===== src/rtl/stopwatch_if.sv =====
// Stopwatch control/display bundle between the divider/buttons and the display path.
// The master drives tick and buttons; the slave (controller) drives digits and status.
interface stopwatch_if;
  logic       tick;
  logic       btn_ss;
  logic       btn_lap;
  logic       btn_clr;
  logic [3:0] sec_u;
  logic [3:0] sec_t;
  logic [3:0] min_u;
  logic [3:0] min_t;
  logic       running;
  logic       lap_active;
  logic       max_pulse;

  modport master (
    output tick, btn_ss, btn_lap, btn_clr,
    input  sec_u, sec_t, min_u, min_t, running, lap_active, max_pulse
  );

  modport slave (
    input  tick, btn_ss, btn_lap, btn_clr,
    output sec_u, sec_t, min_u, min_t, running, lap_active, max_pulse
  );
endinterface


===== src/rtl/stopwatch_ctrl.sv =====
// BCD mm:ss stopwatch controller: IDLE/RUN/LAP/PAUSED FSM, tick prescaler and lap latch.
// All outputs are registered; the display shows the lap latch while in LAP.
module stopwatch_ctrl #(
  parameter bit          HOLD_AT_MAX   = 1'b0,
  parameter int unsigned TICKS_PER_SEC = 1
) (
  input logic        clk,
  input logic        reset,
  stopwatch_if.slave bus
);

  localparam int unsigned PW = (TICKS_PER_SEC > 1) ? $clog2(TICKS_PER_SEC) : 1;
  localparam logic [PW-1:0] PrescLast = PW'(TICKS_PER_SEC - 1);

  typedef enum logic [1:0] {StIdle, StRun, StLap, StPaused} state_e;

  state_e          state_q, state_d;
  logic [15:0]     cnt_q, cnt_d;
  logic [15:0]     latch_q, latch_d;
  logic [PW-1:0]   presc_q, presc_d;
  logic            ss_prev_q, lap_prev_q, clr_prev_q;
  logic [15:0]     disp_q, disp_d;
  logic            running_q, running_d;
  logic            lap_act_q, lap_act_d;
  logic            max_q, max_d;

  logic [15:0]     cnt_inc;
  logic            at_max, qual;
  logic            clr_e, ss_e, lap_e;

  // One edge per cycle, clr > ss > lap.
  assign clr_e  = bus.btn_clr & ~clr_prev_q;
  assign ss_e   = bus.btn_ss & ~ss_prev_q & ~clr_e;
  assign lap_e  = bus.btn_lap & ~lap_prev_q & ~clr_e & ~ss_e;
  assign qual   = bus.tick & ((state_q == StRun) | (state_q == StLap));
  assign at_max = (cnt_q == 16'h5959);

  // cnt layout: {min_t, min_u, sec_t, sec_u}
  always_comb begin
    cnt_inc = cnt_q;
    if (cnt_q[3:0] != 4'd9) begin
      cnt_inc[3:0] = cnt_q[3:0] + 4'd1;
    end else begin
      cnt_inc[3:0] = 4'd0;
      if (cnt_q[7:4] != 4'd5) begin
        cnt_inc[7:4] = cnt_q[7:4] + 4'd1;
      end else begin
        cnt_inc[7:4] = 4'd0;
        if (cnt_q[11:8] != 4'd9) begin
          cnt_inc[11:8] = cnt_q[11:8] + 4'd1;
        end else begin
          cnt_inc[11:8] = 4'd0;
          if (cnt_q[15:12] != 4'd5) cnt_inc[15:12] = cnt_q[15:12] + 4'd1;
          else                      cnt_inc[15:12] = 4'd0;
        end
      end
    end
  end

  always_comb begin
    state_d = state_q;
    cnt_d   = cnt_q;
    latch_d = latch_q;
    presc_d = presc_q;
    max_d   = 1'b0;
    if (clr_e) begin
      state_d = StIdle;
      cnt_d   = '0;
      latch_d = '0;
      presc_d = '0;
    end else begin
      if (qual) begin
        if (presc_q == PrescLast) begin
          presc_d = '0;
          if (at_max) begin
            max_d = 1'b1;
            cnt_d = HOLD_AT_MAX ? cnt_q : 16'h0000;
          end else begin
            cnt_d = cnt_inc;
          end
        end else begin
          presc_d = presc_q + PW'(1);
        end
      end
      unique case (state_q)
        StIdle:   if (ss_e) state_d = StRun;
        StRun: begin
          if (ss_e) begin
            state_d = StPaused;
          end else if (lap_e) begin
            state_d = StLap;
            latch_d = cnt_d;  // capture includes this cycle's increment
          end
        end
        StLap: begin
          if (ss_e)       state_d = StPaused;
          else if (lap_e) state_d = StRun;
        end
        StPaused: if (ss_e) state_d = StRun;
      endcase
      if (HOLD_AT_MAX && max_d) state_d = StPaused;
    end
    running_d = (state_d == StRun) || (state_d == StLap);
    lap_act_d = (state_d == StLap);
    disp_d    = (state_d == StLap) ? latch_d : cnt_d;
  end

  always_ff @(posedge clk or posedge reset) begin
    if (reset) begin
      state_q    <= StIdle;
      cnt_q      <= '0;
      latch_q    <= '0;
      presc_q    <= '0;
      // Held-high buttons across reset release must not look like a press.
      ss_prev_q  <= 1'b1;
      lap_prev_q <= 1'b1;
      clr_prev_q <= 1'b1;
      disp_q     <= '0;
      running_q  <= 1'b0;
      lap_act_q  <= 1'b0;
      max_q      <= 1'b0;
    end else begin
      state_q    <= state_d;
      cnt_q      <= cnt_d;
      latch_q    <= latch_d;
      presc_q    <= presc_d;
      ss_prev_q  <= bus.btn_ss;
      lap_prev_q <= bus.btn_lap;
      clr_prev_q <= bus.btn_clr;
      disp_q     <= disp_d;
      running_q  <= running_d;
      lap_act_q  <= lap_act_d;
      max_q      <= max_d;
    end
  end

  assign bus.sec_u      = disp_q[3:0];
  assign bus.sec_t      = disp_q[7:4];
  assign bus.min_u      = disp_q[11:8];
  assign bus.min_t      = disp_q[15:12];
  assign bus.running    = running_q;
  assign bus.lap_active = lap_act_q;
  assign bus.max_pulse  = max_q;

endmodule


===== src/flat_wrapper.sv =====
// flat-port wrapper written by rule: the top's interface ports become plain ports
module stopwatch_ctrl_flat 
#(
  parameter bit          HOLD_AT_MAX   = 1'b0,
  parameter int unsigned TICKS_PER_SEC = 1
)
  (clk, reset, bus_tick, bus_btn_ss, bus_btn_lap, bus_btn_clr, bus_sec_u, bus_sec_t, bus_min_u, bus_min_t, bus_running, bus_lap_active, bus_max_pulse);
  stopwatch_if bus_i ();
  input logic clk;
  input logic reset;
  input wire logic [$bits(bus_i.tick)-1:0] bus_tick;
  input wire logic [$bits(bus_i.btn_ss)-1:0] bus_btn_ss;
  input wire logic [$bits(bus_i.btn_lap)-1:0] bus_btn_lap;
  input wire logic [$bits(bus_i.btn_clr)-1:0] bus_btn_clr;
  output wire logic [$bits(bus_i.sec_u)-1:0] bus_sec_u;
  output wire logic [$bits(bus_i.sec_t)-1:0] bus_sec_t;
  output wire logic [$bits(bus_i.min_u)-1:0] bus_min_u;
  output wire logic [$bits(bus_i.min_t)-1:0] bus_min_t;
  output wire logic [$bits(bus_i.running)-1:0] bus_running;
  output wire logic [$bits(bus_i.lap_active)-1:0] bus_lap_active;
  output wire logic [$bits(bus_i.max_pulse)-1:0] bus_max_pulse;
  assign bus_i.tick = bus_tick;
  assign bus_i.btn_ss = bus_btn_ss;
  assign bus_i.btn_lap = bus_btn_lap;
  assign bus_i.btn_clr = bus_btn_clr;
  assign bus_sec_u = bus_i.sec_u;
  assign bus_sec_t = bus_i.sec_t;
  assign bus_min_u = bus_i.min_u;
  assign bus_min_t = bus_i.min_t;
  assign bus_running = bus_i.running;
  assign bus_lap_active = bus_i.lap_active;
  assign bus_max_pulse = bus_i.max_pulse;
  stopwatch_ctrl #(.HOLD_AT_MAX(HOLD_AT_MAX), .TICKS_PER_SEC(TICKS_PER_SEC)) u_core (.clk(clk), .reset(reset), .bus(bus_i));
endmodule

===== config.mk =====
export PLATFORM = sky130hd
export DESIGN_NAME = stopwatch_ctrl_flat
export DESIGN_NICKNAME = d
export VERILOG_FILES = /design/src/rtl/stopwatch_if.sv /design/src/rtl/stopwatch_ctrl.sv /design/src/flat_wrapper.sv
export SDC_FILE = /design/constraint.sdc
export NUM_CORES = 1
export LEC_CHECK = 0
export CAP_MARGIN = 40
export CORE_UTILIZATION = 55
export CTS_BUF_LIST = sky130_fd_sc_hd__clkbuf_2 sky130_fd_sc_hd__clkbuf_4 sky130_fd_sc_hd__clkbuf_8
export DETAILED_ROUTE_END_ITERATION = 16
export GPL_ROUTABILITY_DRIVEN = 0
export GPL_TIMING_DRIVEN = 0
export PLACE_DENSITY = 0.77
export SLEW_MARGIN = 5
export SYNTH_ARGS = -nofsm -noshare
export SYNTH_HDL_FRONTEND = slang
export SYNTH_SLANG_ARGS = --single-unit

===== constraint.sdc =====
create_clock -name clk -period 2.7 [get_ports clk]
set_input_delay 0.27 -clock clk [delete_from_list [all_inputs] [get_ports clk]]
set_output_delay 0.27 -clock clk [all_outputs]
set_load 0.1 [all_outputs]

**Word-level counts from Yosys, hierarchy flattened**

Index checks and enable logic that the tools add are counted.

- Flip-flop bits (word level): 57
- Output and inout port bits: 19

- Equality and inequality tests: 10
- Reduce and logical (&&, ||, !) cells: 4
- Bitwise operators: 13
- Add/subtract/negate cells: 5
- Mux-type cells: 30

Operators by type and width:

| operator | number |
|---|---|
| $mux 16 | 9 |
| $mux 4 | 5 |
| $add 4x1->4 const B | 4 |
| $eq 16x15->1 const B | 1 |
| $mux 12 | 1 |
| $mux 2 | 6 |
| $mux 8 | 1 |
| $ne 4x3->1 const B | 2 |
| $ne 4x4->1 const B | 2 |
| $and 1x1->1 | 7 |
| $mux 1 | 7 |
| $eq 2x2->1 const B | 3 |
| $pmux 2 s3 | 1 |
| $not 1->1 | 5 |
| $eq 2x1->1 const B | 2 |
| $logic_not 2->1 | 1 |
| $reduce_bool 2->1 | 1 |
| $reduce_or 2->1 | 1 |
| $add 1x1->1 const B | 1 |
| $logic_or 1x1->1 | 1 |
| $or 1x1->1 | 1 |

**Depth between registers and ports, before layout**

Gate-level depths: netlist (run 1).

- Depth after elaboration: 13
- Mapped depth: 10
- Gate-level depth less buffers: 9

**Worst setup path after synthesis (run 1)**

Ideal clock, no wire load.

- Kind: reg2reg
- From: reg u_core.clr_prev_q
- To: reg u_core.disp_q[13]
- Slack: 0.686 ns
- Buffers on the path: 2
- Stages on the path, launching flop included: 11
- Arrival: 1.882 ns
- Clock period less this slack: 2.014 ns
- Path through: dfstp_2 > nor2b_2 > buf_2 > nor3_1 > nand2b_1 > a21oi_1 > ha_1 > o41ai_4 > buf_4 > o21ai_0 > a21oi_1

- Cells in the longest elaborated chain, start to end: 12

RTL lines:

| item | line | RTL |
|---|---|---|
| start: declaration | stopwatch_ctrl.sv:21 | `logic ss_prev_q, lap_prev_q, clr_prev_q;` |
| start signal: assignment | stopwatch_ctrl.sv:129 | `clr_prev_q <= bus.btn_clr;` |
| $not 1->1 (*) | stopwatch_ctrl.sv:32 | `assign clr_e = bus.btn_clr & ~clr_prev_q;` |
| $and 1x1->1 (*) | stopwatch_ctrl.sv:32 |  |
| $not 1->1 | stopwatch_ctrl.sv:33, stopwatch_ctrl.sv:34 |  |
| $and 1x1->1 | stopwatch_ctrl.sv:33 | `assign ss_e = bus.btn_ss & ~ss_prev_q & ~clr_e;` |
| $not 1->1 | stopwatch_ctrl.sv:34 | `assign lap_e = bus.btn_lap & ~lap_prev_q & ~clr_e & ~ss_e;` |
| $and 1x1->1 | stopwatch_ctrl.sv:34 |  |
| $mux 2 (on tied branches) | stopwatch_ctrl.sv:97, stopwatch_ctrl.sv:90 |  |
| $mux 2 (on tied branches) | stopwatch_ctrl.sv:96, stopwatch_ctrl.sv:88 |  |
| $pmux 2 s3 | stopwatch_ctrl.sv:85 | `unique case (state_q)` |
| $mux 2 (*) | stopwatch_ctrl.sv:66 | `if (clr_e) begin` |
| via u_core.state_d[1] | stopwatch_ctrl.sv:17 | `state_e state_q, state_d;` |
| $eq 2x2->1 (*) | -- |  |
| via u_core.lap_act_d | stopwatch_ctrl.sv:24 | `logic lap_act_q, lap_act_d;` |
| $mux 16 (*) | stopwatch_ctrl.sv:105 | `disp_d = (state_d == StLap) ? latch_d : cnt_d;` |
| via u_core.disp_d[13] | stopwatch_ctrl.sv:22 | `logic [15:0] disp_q, disp_d;` |
| end signal: assignment | stopwatch_ctrl.sv:130 | `disp_q <= disp_d;` |
| end: declaration | stopwatch_ctrl.sv:22 |  |

Mark *: on every way through the listed nets, which the timed path passes. The rest lies on a longest branch.
A chain may end at the register's enable or synchronous reset.

**Final worst setup path (run 1)**

- From: in bus_btn_clr
- To: reg u_core.disp_q[15]

- Cells in the longest elaborated chain, start to end: 11

RTL lines:

| item | line | RTL |
|---|---|---|
| start: declaration | flat_wrapper.sv:14 | `input wire logic [$bits(bus_i.btn_clr)-1:0] bus_btn_clr;` |
| $and 1x1->1 (*) | stopwatch_ctrl.sv:32 |  |
| $not 1->1 | stopwatch_ctrl.sv:33, stopwatch_ctrl.sv:34 |  |
| $and 1x1->1 | stopwatch_ctrl.sv:33 |  |
| $not 1->1 | stopwatch_ctrl.sv:34 |  |
| $and 1x1->1 | stopwatch_ctrl.sv:34 |  |
| $mux 2 (on tied branches) | stopwatch_ctrl.sv:97, stopwatch_ctrl.sv:90 |  |
| $mux 2 (on tied branches) | stopwatch_ctrl.sv:96, stopwatch_ctrl.sv:88 |  |
| $pmux 2 s3 | stopwatch_ctrl.sv:85 |  |
| $mux 2 (*) | stopwatch_ctrl.sv:66 |  |
| via u_core.state_d[1] | stopwatch_ctrl.sv:17 |  |
| $eq 2x2->1 (*) | -- |  |
| via u_core.lap_act_d | stopwatch_ctrl.sv:24 |  |
| $mux 16 (*) | stopwatch_ctrl.sv:105 |  |
| via u_core.disp_d[15] | stopwatch_ctrl.sv:22 |  |

Marks and branches as above.

==> impl_metrics.yaml, run 1 <==
detailed_routing:
  post-route-drc-count: 0
  vias: 2113
  drt_first_pass_iters: 4
  wl_um: 5840
  antenna_left: 0
  viasPerCell: 5.71
  avgRoutedWirePerCell_um: 15.8
  drtIter0Drc: 205
floorplanning:
  start_util_pct: 57.5
  rows: 25
  coreArea_um2: 4720
  die_w_um: 72.3
  die_area_um2: 5220
  num_io_pins: 25
  die_h_um: 72.3
outcome:
  outcome: "finished, final reports clean"
synthesis:
  synthArstFlopShare_pct: 100
  yosysMostFrequentCell: "dfrtp_1"
  ys.flop_type: "dfrtp_1"
  syn-mean-instance-area_um2: 10.8
  ys.warnings.count: 0
  netlist_top_cells_count: "53 x dfrtp_1, 34 x nor2_1, 28 x a21oi_1"
  synth_cells: 251
  synthTopCellsByArea: "dfrtp_1 49%, ha_1 5.5%, a21oi_1 5.2%"
  synth_edf_count: 0
  synth.top_cell.area_share_pct: 48.8
  synth.net_count: 269
  seq_area_frac_synth_pct: 51.8
  synth_area_leader_cell: "dfrtp_1"
  synth_area_um2: 2720
  ys_types: 45
  ys_seq_elements: 56
clock_tree:
  post-cts-setup-buffer-count: 0
  cts-htree-levels: 2
  cts_buffers: 5
  clock_sinks: 56
  cts_tree: "yes"
  clock-root-buffer: "clkbuf_8"
  clk_pin_slew_ns: 0.11
  insertion_delay_ns: 0.32
  clock_path_buffers: 2
setup_path:
  worst_r2r_endpoint: "u_core.disp_q[15]"
  crit_path_end_kind: "flip-flop"
  worstSetupPathType: "in2reg"
  r2r_start: "u_core.clr_prev_q"
  arrival_ns: 2.64
  reg2reg_slack_ns: 0.27
  worstPathMaxFanout: 10
  startpoint_type: "input port"
  r2r_cells: 9
  required_ns: 2.89
power_and_ir_drop:
  p_leak_nw: 1.58
  combPwrFrac_pct: 50.1
  vdd_drop_max_mv: 0.693
  switchingPower_w: 0.00142
  clkPwrFrac_pct: 17.5
  sequentialPowerShare_pct: 32.4
  power.density_nw_per_um2: 954
  switching_share_pct: 42.9
  p_int_w: 0.00189
run:
  max_cap_viol_count: 0
placement:
  dpl_cell_area_um2: 3340
  place_worst_setup_slack_ns: -0.121
  hpwlAfterDp_um: 4000
  port_buffers: 24
timing:
  tightest_slew_ns: 0.585
  setup_viol: 0
  max_freq_ghz: 0.409
  period_minus_slack_ns: 2.44
  relSlewSlack_pct: 61.0
  hold_viol: 0
  finalMaxSlewViolations: 0
  fin_skew_ns: 0.0120
  fin_hold_ws_ns: 0.330
  period_share_pct: 90.5
  fin_ws_ns: 0.257
  rsz0062_at_grt: "no"
layout:
  final_area_um2: 3470
  drive_gt1_share_pct: 19.5
  n_antenna_cell: 0
  area_growth_pct: 28.0
  nets: 320
  fill_cells: 323
min_path:
  hold_class: "in2async"
grt:
  grt_pass1_wl_um: 9690
  grt_pass1_vias: 2012
  grt_max_degree: 30
  antenna_found_initial: 0
  grt.total_usage_pct: 24.6
  grt_remaining_overflow: 0
## worst max path at each step
stage	startpoint	endpoint	slack (ns)
after floorplan	u_core.clr_prev_q	u_core.disp_q[13]	0.69
after global placement	bus_btn_ss	u_core.disp_q[11]	-0.05
after detailed placement	bus_btn_clr	u_core.disp_q[14]	-0.12
after CTS	bus_btn_clr	u_core.disp_q[10]	0.21
after global routing	bus_btn_clr	u_core.disp_q[11]	0.09
final	bus_btn_clr	u_core.disp_q[15]	0.26
## power by group through the flow
stage,clock (W),sequential (W),combinational [W]
after floorplan,0,0.00168,0.000474
after global placement,0,0.00108,0.00137
after detailed placement,0,0.00109,0.00165
after CTS,0.000587,0.00107,0.00166
after global routing,0.000615,0.00109,0.00175
final,0.000579,0.00107,0.00166
## critical path: stages
cell	delay, ns
clkdlybuf4s50_1	0.51
nor2b_4	0.24
buf_2	0.25
nor3_1	0.09
nand2b_1	0.16
a21oi_1	0.21
ha_1	0.27
o41ai_4	0.14
buf_4	0.21
o21ai_0	0.21
a21oi_1	0.07
## sequential cells by signal, summed over array words and instances, names as in the netlist
| signal | cells |
|---|---|
| u_core.bus.lap_active | 1 |
| u_core.bus.max_pulse | 1 |
| u_core.bus.running | 1 |
| u_core.clr_prev_q | 1 |
| u_core.cnt_q | 16 |
| u_core.disp_q | 16 |
| u_core.lap_prev_q | 1 |
| u_core.latch_q | 16 |
| u_core.ss_prev_q | 1 |
| u_core.state_q | 2 |
## cells in the final DEF (no fill, tap or decap), types with 5 or more instances in the layout
cell             synthesis  routed
clkbuf_8                 0       6
o21ai_0                 24      24
a211oi_1                 9       9
a21oi_1                 28      28
buf_8                    0      19
inv_1                    9       8
nor2_1                  34      34
nand2b_1                 5       5
mux2i_1                  8       8
nand2_1                  5       5
dfrtp_1                 53      53
ha_1                    12      12
clkdlybuf4s50_1          0      24
## metal layers
metal	vias up	global-route usage [%]	part of all wire, %
li1	1006	-	-
met2	73	40.2	48
met4	0	8.28	1.5
met3	9	5.83	6.5
met1	1025	32.6	44
met5	-	0	0
## cells by family (layout without fill, tap and decap cells)
logic type,after synthesis,in the layout,share of synthesized area [%]
mux,8,8,2.95
compound gates,78,78,19.0
fa+ha+maj,12,12,5.53
buf+inv,22,74,3.92
flops,56,56,51.8
simple gates,75,75,16.9
## what timing repair did
item | CTS | global route
gates resized for setup | 0 | 4
hold endpoints to repair | 0 | 0
setup endpoints to repair | 0 | 7
hold buffers | 0 | 0
## metrics by stage
step	total power (W)	instances	TNS (ns)	utilization [%]
2_1_floorplan	0.00215	251	0	-
3_3_place_gp	0.00245	342	-0.279	64.3
3_5_place_dp	0.00274	362	-1.22	70.8
4_1_cts	0.00332	370	0	73.4
5_1_grt	0.00346	370	0	73.6
6_report	0.00332	370	0	73.6
## final cells by class
type | count | area [um^2] | share of cell area, %
Clock inverter | 2 | 38.8 | 1.12
Multi-Input combinational cell | 173 | 1210 | 34.9
Tap cell | 67 | 83.8 | 2.41
Clock buffer | 6 | 82.6 | 2.38
Buffer | 13 | 73.8 | 2.12
Sequential cell | 56 | 1410 | 40.4
Inverter | 9 | 33.8 | 0.972
Timing Repair Buffer | 44 | 546 | 15.7
No activity file was read; power rests on OpenSTA's default activity.
==> run 2, diff against run 1 <==
CAP_MARGIN = unset   (was 40)
CORE_MARGIN = 2   (was unset)
==> impl_metrics.yaml, run 2 (synthesis results as in run 1) <==
layout:
  nets: 301
  drive_gt1_share_pct: 13.1
  final_cell_mix: "53 x dfrtp_1, 34 x nor2_1, 28 x a21oi_1"
  final_common_cell: "dfrtp_1"
  reg_top3: "u_core.cnt_q: 16 flops, u_core.disp_q: 16 flops, u_core.latch_q: 16 flops"
  area_growth_pct: 16.0
  final_util_pct: 66.3
  n_antenna_cell: 0
floorplanning:
  coreArea_um2: 4750
  start_util_pct: 57.1
  die_w_um: 74.3
  num_io_pins: 25
  die_h_um: 74.3
  die_area_um2: 5510
  rows: 25
grt:
  antenna_found_initial: 0
  grt_remaining_overflow: 0
  grt_pass1_vias: 1932
  grt_pass1_wl_um: 9600
  grt_max_degree: 31
  grt.total_usage_pct: 23.2
clock_tree:
  insertion_delay_ns: 0.31
  cts_buffers: 5
  postCtsHoldBufs: 0
  clock_path_buffers: 2
  clock_sinks: 56
  clk_pin_slew_ns: 0.10
  post-cts-setup-buffer-count: 0
  cts-htree-levels: 2
  cts_tree: "yes"
  clock-root-buffer: "clkbuf_8"
  cts_resized: 0
min_path:
  hold_class: "in2async"
power_and_ir_drop:
  p_leak_nw: 1.42
  vdd_drop_max_mv: 0.406
  p_int_w: 0.00157
  switchingPower_w: 0.00134
  clkPwrFrac_pct: 16.0
  power.density_nw_per_um2: 926
  switching_share_pct: 46.1
  combPwrFrac_pct: 47.3
  sequentialPowerShare_pct: 36.7
  total_power_w: 0.00292
run:
  max_cap_viol_count: 0
setup_path:
  worst_path_largest_cell_delay_ns: 0.51
  crit_path_end_kind: "flip-flop"
  cpMaxStageDelayCell: "clkdlybuf4s50_1"
  worstSetupPathType: "in2reg"
  arrival_ns: 2.68
  cp.depth: 11
  worstPathMaxFanout: 10
  required_ns: 2.87
  r2r_cells: 9
  crit_chain: "clkdlybuf4s50_1, nor2b_2, buf_2, nor3_1, nand2b_1, a21oi_1, ha_1, o41ai_4, buf_4, o21ai_0, a31oi_1"
  crit_buf_inv: 3
  startpoint_type: "input port"
  cp_top_family: "buffers and inverters"
timing:
  relSlewSlack_pct: 35.2
  fin_skew_ns: 0.0111
  tightest_slew_ns: 0.969
  fin_hold_ws_ns: 0.324
  hold_viol: 0
  max_freq_ghz: 0.399
  setup_viol: 0
  period_minus_slack_ns: 2.51
  rsz0062_at_grt: "no"
  period_share_pct: 92.8
  setup_tns_ns: 0
  finalMaxSlewViolations: 0
detailed_routing:
  drt_first_pass_iters: 4
  wl_um: 5720
  drtIter0Drc: 165
  antenna_left: 0
  avgRoutedWirePerCell_um: 16.3
  viasPerCell: 5.79
  vias: 2026
  post-route-drc-count: 0
outcome:
  outcome: "finished, final reports clean"
placement:
  port_buffers: 24
  hpwlAfterDp_um: 3930
==> run 2: per-stage QoR <==
stage,setup WS (ns),instances,area (um^2)
floorplan,0.686,251,2720
global placement,-0.0645,342,3040
detailed placement,-0.113,343,3060
CTS,0.211,350,3150
global route,0.0105,350,3150
finish,0.194,350,3150
==> run 2: metal layers <==
| metal | vias to the layer above | routed length (um) | track usage (%) |
|---|---|---|---|
| met3 | 5 | 384 | 3.66 |
| met2 | 58 | 2730 | 37.6 |
| met4 | 0 | 47 | 4.76 |
| met5 | - | 0 | 0 |
| li1 | 962 | - | - |
| met1 | 1001 | 2550 | 33.4 |
==> run 2: power by group through the flow <==
stage               Sequential, W  Combinational (W)  Clock (W)
global placement          0.00108            0.00136          0
finish                    0.00107            0.00138   0.000467
global route              0.00109            0.00147   0.000505
detailed placement        0.00109            0.00138          0
CTS                       0.00107            0.00139   0.000475
floorplan                 0.00168           0.000474          0
==> run 2: final timing paths <==
path	slack (ns)	to	start
worst max register to register	0.21	u_core.disp_q[11]	u_core.clr_prev_q
worst min register to register	0.57	u_core.disp_q[8]	u_core.latch_q[8]
max in group asynchronous	1.74	u_core.clr_prev_q	reset
worst min-delay path	0.32	u_core.disp_q[9]	reset
worst max-delay path	0.19	u_core.disp_q[11]	bus_btn_clr
min in group clk	0.38	u_core.ss_prev_q	bus_btn_ss
==> run 2: final cells by class <==
type | count | area (um^2)
buffer | 13 | 72.6
clock buffer | 6 | 82.6
clock inverter | 1 | 8.76
fill | 390 | 1600
inverter | 9 | 33.8
multi-input combinational | 173 | 1200
sequential | 56 | 1410
tap | 67 | 83.8
timing repair buffer | 25 | 260
==> run 3, diff against run 2 <==
CORE_ASPECT_RATIO = 0.6   (was unset)
SETUP_SLACK_MARGIN = 0.05   (was unset)
clock period = 3 ns   (was 2.7 ns; I/O delays follow)
==> impl_metrics.yaml, run 3 (synthesis results as in run 1) <==
power_and_ir_drop:
  power.density_nw_per_um2: 846
  p_leak_nw: 1.42
  vdd_drop_max_mv: 0.593
grt:
  grt_pass1_wl_um: 9760
  grt_max_degree: 39
  grt_remaining_overflow: 0
  antenna_found_initial: 0
  grt.total_usage_pct: 23.9
  grt_pass1_vias: 1969
timing:
  fin_ws_ns: 0.361
  max_freq_ghz: 0.379
  hold_viol: 0
  period_minus_slack_ns: 2.64
  tightest_slew_ns: 0.984
  relSlewSlack_pct: 34.2
  setup_viol: 0
  finalMaxSlewViolations: 0
  setup_tns_ns: 0
  period_share_pct: 88.0
  fin_skew_ns: 0.00642
  rsz0062_at_grt: "no"
setup_path:
  critical_path.most_common_cell: "a21oi_1"
  worst_path_largest_cell_delay_ns: 0.51
  worstPathMaxFanout: 10
  cpMaxStageDelayCell: "clkdlybuf4s50_1"
  arrival_ns: 2.82
  required_ns: 3.19
  startpoint_type: "input port"
  worstSetupPathType: "in2reg"
  crit_path_end_kind: "flip-flop"
  crit_chain: "clkdlybuf4s50_1, nor2b_2, buf_2, nor3_1, nand2b_1, a21oi_1, ha_1, o41ai_4, buf_4, o21ai_0, a21oi_1"
  reg2reg_slack_ns: 0.48
clock_tree:
  clk_pin_slew_ns: 0.10
  cts_tree: "yes"
  insertion_delay_ns: 0.31
  cts_buffers: 5
  clock_path_buffers: 2
  clock_sinks: 56
  cts_resized: 0
  postCtsHoldBufs: 0
  post-cts-setup-buffer-count: 0
  cts-htree-levels: 2
  clock-root-buffer: "clkbuf_8"
placement:
  hpwlAfterDp_um: 4250
  place_worst_setup_slack_ns: 0.0786
  port_buffers: 24
layout:
  drive_gt1_share_pct: 13.4
  area_growth_pct: 15.9
  final_util_pct: 67.5
  final_cell_mix: "53 x dfrtp_1, 34 x nor2_1, 28 x a21oi_1"
  n_antenna_cell: 0
  seqCellArea_um2: 1410
  nets: 301
  multi_input_area_um2: 1200
  reg_top3: "u_core.cnt_q: 16 flops, u_core.disp_q: 16 flops, u_core.latch_q: 16 flops"
  final_common_cell: "dfrtp_1"
  fill_cells: 371
detailed_routing:
  drtIter0Drc: 159
  post-route-drc-count: 0
  dr_wl_met2_um: 2540
  viasPerCell: 5.92
  avgRoutedWirePerCell_um: 17.3
  wl_um: 6010
  route.top_layer_used: "met4"
  vias: 2053
  drt_first_pass_iters: 5
  wl_met1_um: 3110
  antenna_left: 0
  dr_wl_met3_um: 288
floorplanning:
  rows: 19
  die_w_um: 94.7
  start_util_pct: 58.3
  die_area_um2: 5530
  coreArea_um2: 4660
  num_io_pins: 25
  die_h_um: 58.4
outcome:
  outcome: "finished, final reports clean"
run:
  max_cap_viol_count: 0
min_path:
  hold_class: "in2async"
==> run 3: worst max-delay path: cells and delay by family <==
kind	cells	cell delay, ns
adder cells (fa/ha/maj)	1	0.25
AND/OR/NAND/NOR	3	0.59
AO/OA/AOI/OAI	4	0.64
buffers and inverters	3	1.03
==> run 3: worst paths after layout <==
check	start	to	depth (start not counted)
max	bus_btn_clr	u_core.disp_q[10]	11
min	reset	u_core.disp_q[13]	2
max reg2reg	u_core.clr_prev_q	u_core.disp_q[10]	9
min reg2reg	u_core.latch_q[2]	u_core.latch_q[2]	2
max in group asynchronous	reset	u_core.lap_prev_q	3
min in group clk	bus_btn_ss	u_core.ss_prev_q	1
==> run 3: through the flow <==
step / instances / area (um^2) / hold WS [ns] / power, W
after global routing: 347 / 3150 / 0.318 / 0.00279
after floorplan: 251 / 2720 / 0.304 / 0.00193
final: 347 / 3150 / 0.280 / 0.00266
after global placement: 338 / 3030 / 0.546 / 0.00221
after detailed placement: 339 / 3050 / 0.552 / 0.00224
after CTS: 347 / 3150 / 0.279 / 0.00267
==> run 3: layout make-up <==
| type | count | area share (%) |
|---|---|---|
| Clock buffer | 5 | 2.19 |
| Inverter | 9 | 1.07 |
| Clock inverter | 3 | 0.716 |
| Multi-Input combinational cell | 173 | 38.3 |
| Buffer | 13 | 2.31 |
| Timing Repair Buffer | 25 | 8.27 |
| Sequential cell | 56 | 44.7 |
| Tap cell | 63 | 2.51 |
==> run 3: metal layers <==
| metal | track usage (%) | vias up |
|---|---|---|
| met5 | 0 | - |
| li1 | - | 966 |
| met1 | 36.9 | 1026 |
| met4 | 8.70 | 0 |
| met2 | 33.2 | 54 |
| met3 | 5.12 | 7 |
==> run 3: power by group <==
| part | switching [W] | leakage, nW | internal (W) |
|---|---|---|---|
| Combinational | 0.000924 | 0.615 | 0.000336 |
| Sequential | 0.0000750 | 0.757 | 0.000898 |
| Clock | 0.000258 | 0.0485 | 0.000168 |
| Total | 0.00126 | 1.42 | 0.00140 |
==> RTL edit 1, RTL diff (flow settings as in run 1) <==
Re-encode `state_e` (4 states) as one-hot, 4 bits wide.
--- a/src/rtl/stopwatch_ctrl.sv
+++ b/src/rtl/stopwatch_ctrl.sv
@@ -14,3 +14,3 @@
 
-  typedef enum logic [1:0] {StIdle, StRun, StLap, StPaused} state_e;
+  typedef enum logic [3:0] {StIdle = 4'b0001, StRun = 4'b0010, StLap = 4'b0100, StPaused = 4'b1000} state_e;
 
Formal check against the unedited RTL: no difference found for any inputs over 4 cycles, from zero or initial values and one cycle with reset high; so few cycles prove little.
==> RTL edit 1 against run 1 <==
Wire length grew 11%; die area up 7.5%; area after synthesis is 7.7% higher; count of clock-buffer cells in the layout is 8 higher; largest cell class unchanged; critical path depth is 2 lower; setup slack lost 0.010 ns; sequential cell count increased by 2; design area rose by 8.4%.
Power is not compared: it rests on default switching activity, and its combinational part moved more than twofold at a synthesized area within 25%.
==> RTL edit 1: results (changes against run 1) <==
HPWL after detailed placement=4.381 mm (was 4.002 mm); Tightest Pin Transition=0.6462 ns (was 0.5849 ns); Worst Skew=0.008323 ns (was 0.01205 ns); ANT cells=0 (unchanged); pin count of the biggest net entering global routing=34 (was 30); mean post-synth cell area=10.83 sq um (was 10.82 sq um); fin crit period=2.454 ns (was 2.443 ns); Seq/Total Area, Yosys=0.4981 (was 0.5175); met1 usage=0.3589 (was 0.3259); met2 Use GR=0.4304 (was 0.4019); CTS-repair resized insts=0 (unchanged); # placed instances=384 (was 362); root buffer cell=clkbuf_8 (unchanged); critical path arrival=2.68 ns (was 2.64 ns); Via Count=2296 (was 2113); area of placed instances=3557 sq um (was 3344 sq um); status=finished, final reports clean (unchanged); router iterations before antenna repair=6 (was 4); Synth cell types=53 (was 45); met3 routed WL=249 um (was 379 um); met2 WL=3.102 mm (was 2.824 mm); Routed WL per cell=16.14 um (was 15.78 um); CP max FO=7 (was 10); HP Class=in2async (unchanged); LEAKAGE=1.786 nW; Via density=5.740 (was 5.711); first-pass GRT wire length=10.75 mm (was 9.687 mm); Mapped Nets=284 (was 269); met1 wire length=2.993 mm (was 2.549 mm); Yosys warnings=0 (unchanged); synth cell count leaders=dfrtp_1, nor2_1, nand4_1 (was dfrtp_1, nor2_1, a21oi_1); Place WS=0.1664 ns (was -0.1209 ns); antenna violations before repair=0 (unchanged); met3 Track Usage GR=0.04819 (was 0.05833); Tot GR Track Use=0.2670 (was 0.2464); Post-CTS Setup Repair Bufs=0 (unchanged); Regs by FF count=u_core.cnt_q: 16 flops, u_core.disp_q: 16 flops, u_core.latch_q: 16 flops (unchanged); ys async rst share=1.000 (unchanged); clock-pin slew on the worst setup and hold paths=0.07 ns (was 0.11 ns); number of global-route vias before repair=2239 (was 2012); main area contributors after synthesis=dfrtp_1, a21bo_1, nor2_1, dfstp_2, ha_1 (was dfrtp_1, ha_1, a21oi_1, nor2_1, o21ai_0); Port Buf Inserts=24 (unchanged); H-tree lvl count=3 (was 2); R2R setup slack=0.25 ns (was 0.27 ns); drt initial violations=140 (was 205); worst-skew pair later-pin latency=0.34 ns (was 0.32 ns); layout cell share with drive strength beyond 1=0.2061 (was 0.1947); maximum VDD drop=383.0 uV; nets@finish=339 (was 320); cts bufs inserted=9 (was 5); CTS Buffer Depth=2 (unchanged); DR top layer=met4 (unchanged); prevailing post-synth register cell=dfrtp_1 (unchanged)
RTL edit 1: per-stage QoR:
| step | hold WS, ns | setup TNS (ns) |
|---|---|---|
| after floorplan | 0.2745 | 0 |
| after global placement | 0.4998 | -0.6766 |
| after detailed placement | 0.5123 | 0 |
| after CTS | 0.3216 | 0 |
| after global routing | 0.3603 | 0 |
| final | 0.3013 | 0 |
RTL edit 1: critical path: stages (launching register included):
cell and delay (ns):
dfrtp_1 0.41, inv_1 0.07, ha_1 0.14, and3b_1 0.15, clkbuf_1 0.29, nand4_1 0.26, nor3_1 0.27, mux2_1 0.37
and2_1 0.18, a21bo_1 0.19
RTL edit 1: layout make-up:
class                           count  area [sq um]
Buffer                             18         118.9
Clock buffer                       14         173.9
Clock inverter                      2         35.03
Fill cell                         373          1341
Inverter                            9         33.78
Multi-Input combinational cell    185          1315
Sequential cell                    58          1456
Tap cell                           70         87.58
Timing Repair Buffer               44         545.5
RTL edit 1: kinds of logic after synthesis:
kind of cell	after synthesis	share of synthesized area
flops	58	0.4981
xor+xnor	4	0.01455
compound gates	58	0.1489
simple gates	102	0.2054
mux	13	0.04664
fa+ha+maj	8	0.03423
buf+inv	27	0.05220
RTL edit 1: worst paths after layout:
kind	depth (start not counted)	end	start
setup / recovery	9	u_core.disp_q[15]	u_core.cnt_q[1]
hold / removal	2	u_core.disp_q[14]	reset
setup reg to reg	9	u_core.disp_q[15]	u_core.cnt_q[1]
hold reg to reg	2	u_core.latch_q[14]	u_core.latch_q[14]
max in group asynchronous	3	u_core.state_q[0]	reset
min in group clk	1	u_core.clr_prev_q	bus_btn_clr
RTL edit 1: power breakdown:
group	total (W)	leakage (nW)	internal, W	switching (W)
Combinational	0.000405	0.883	0.000144	0.000261
Clock	0.000842	0.111	0.000507	0.000335
Sequential	0.000921	0.792	0.000903	0.0000183
==> RTL edit 2, RTL diff (config.mk and constraints of run 1) <==
Without the edit above. `HOLD_AT_MAX` is set to 1'b0 in 2 places; all go to 1'b1.
--- a/src/rtl/stopwatch_ctrl.sv
+++ b/src/rtl/stopwatch_ctrl.sv
@@ -3,3 +3,3 @@
 module stopwatch_ctrl #(
-  parameter bit          HOLD_AT_MAX   = 1'b0,
+  parameter bit          HOLD_AT_MAX   = 1'b1,
   parameter int unsigned TICKS_PER_SEC = 1
--- a/src/flat_wrapper.sv
+++ b/src/flat_wrapper.sv
@@ -3,3 +3,3 @@
 #(
-  parameter bit          HOLD_AT_MAX   = 1'b0,
+  parameter bit          HOLD_AT_MAX   = 1'b1,
   parameter int unsigned TICKS_PER_SEC = 1
Function: no difference found for any inputs over 10 cycles, from zero or initial values and one cycle with reset high; that may be too few to reach the edited logic, so the function may still have changed.
==> RTL edit 2 against run 1 <==
Area after synthesis decreased by 6.0%; total power is 7.7% higher; maximum frequency shrank 6.1%; design area is 4.4% lower; sequential power up 5%; sequential cell count unchanged; worst hold slack got worse by 0.083 ns; die area decreased by 5.8%; setup slack worse by 0.16 ns; wire length decreased by 5.4%; clock power is 17% lower; sequential share of layout area up 1.9 points; non-clock buffer count increased by 4; largest cell class unchanged.
==> RTL edit 2: results (changes against run 1) <==
Place WS=-0.3564 ns (was -0.1209 ns); main area contributors after synthesis=dfrtp_1, a21oi_1, o21ai_0, ha_1, nor2_1 (was dfrtp_1, ha_1, a21oi_1, nor2_1, o21ai_0); CTS-repair resized insts=8 (was 0); first-pass GRT wire length=9.149 mm (was 9.687 mm); Seq group=0.00112 W (was 0.00107 W); drt initial violations=100 (was 205); layout cell share with drive strength beyond 1=0.1607 (was 0.1947); total power=0.003572 W (was 0.003315 W); mean post-synth cell area=10.21 sq um (was 10.82 sq um); area of placed instances=3163 sq um (was 3344 sq um); met1 wire length=2.378 mm (was 2.549 mm); pin count of the biggest net entering global routing=41 (was 30); switching share of power=0.4488 (was 0.4292); nets@finish=322 (was 320); Mapped Nets=268 (was 269); number of global-route vias before repair=1910 (was 2012); ys async rst share=1.000 (unchanged); met1 usage=0.3203 (was 0.3259); Worst Skew=0.009311 ns (was 0.01205 ns); Routed WL per cell=15.47 um (was 15.78 um); met2 Use GR=0.4145 (was 0.4019); LEAKAGE=1.520 nW (was 1.579 nW); CP top delay family=simple AND/OR/NAND/NOR gates (was buffers and inverters); Synth cell types=35 (was 45); Worst R2R Path Depth=10 (was 9); Tot GR Track Use=0.2420 (was 0.2464); met3 routed WL=212 um (was 379 um); met3 Track Usage GR=0.03896 (was 0.05833); Via density=5.641 (was 5.711); status=finished, final reports clean (unchanged); Critical-path top delay cell=dfrtp_1 (was clkdlybuf4s50_1); Comb group=0.00197 W (was 0.00166 W); final WL=5.523 mm (was 5.839 mm); critical path arrival=2.81 ns (was 2.64 ns); Fillers=314 (was 323); maximum VDD drop=795.0 uV (was 693.2 uV); router iterations before antenna repair=4 (unchanged)
-- RTL edit 2: changes by cell type in the layout (fill, tap and decap cells not counted), sizes merged, moves of 3 or more --
cell | before | now
nor3 | 5 | 8
xnor2 | 0 | 3
a21oi | 28 | 33
nand3 | 1 | 7
clkbuf | 10 | 16
a211oi | 12 | 5
mux2i | 8 | 4
o21ai | 24 | 32
nand2 | 6 | 9
nor2 | 34 | 25
nor4 | 6 | 1
-- RTL edit 2: final timing paths --
kind                                     from            endpoint  slack [ns]
setup reg to reg            u_core.state_q[0]    u_core.disp_q[0]         0.1
hold reg to reg            u_core.latch_q[13]  u_core.latch_q[13]        0.54
hold / removal                          reset   u_core.disp_q[13]        0.25
max in group asynchronous               reset    u_core.ss_prev_q        1.86
setup / recovery            u_core.state_q[0]    u_core.disp_q[0]         0.1
min in group clk                  bus_btn_lap   u_core.lap_prev_q        0.38
-- RTL edit 2: kinds of logic after synthesis --
group | count (synthesis) | share of synthesized area
xor gates and xnor gates | 3 | 0.01030
AOI/OAI and AO/OA | 77 | 0.1627
adders and majority gates | 12 | 0.05882
DFF | 56 | 0.5505
buffers and inverters | 24 | 0.03824
muxes | 5 | 0.02010
and+or+nand+nor | 73 | 0.1593
-- RTL edit 2: cell type report --
type | instances | area (sq um) | area share
Multi-Input combinational cell | 170 | 1066 | 0.3210
Tap cell | 52 | 65.06 | 0.01959
Sequential cell | 56 | 1405 | 0.4231
Clock buffer | 7 | 90.09 | 0.02713
Timing Repair Buffer | 47 | 568.0 | 0.1711
Buffer | 14 | 81.33 | 0.02449
Clock inverter | 1 | 7.507 | 0.002261
Inverter | 10 | 37.54 | 0.01130
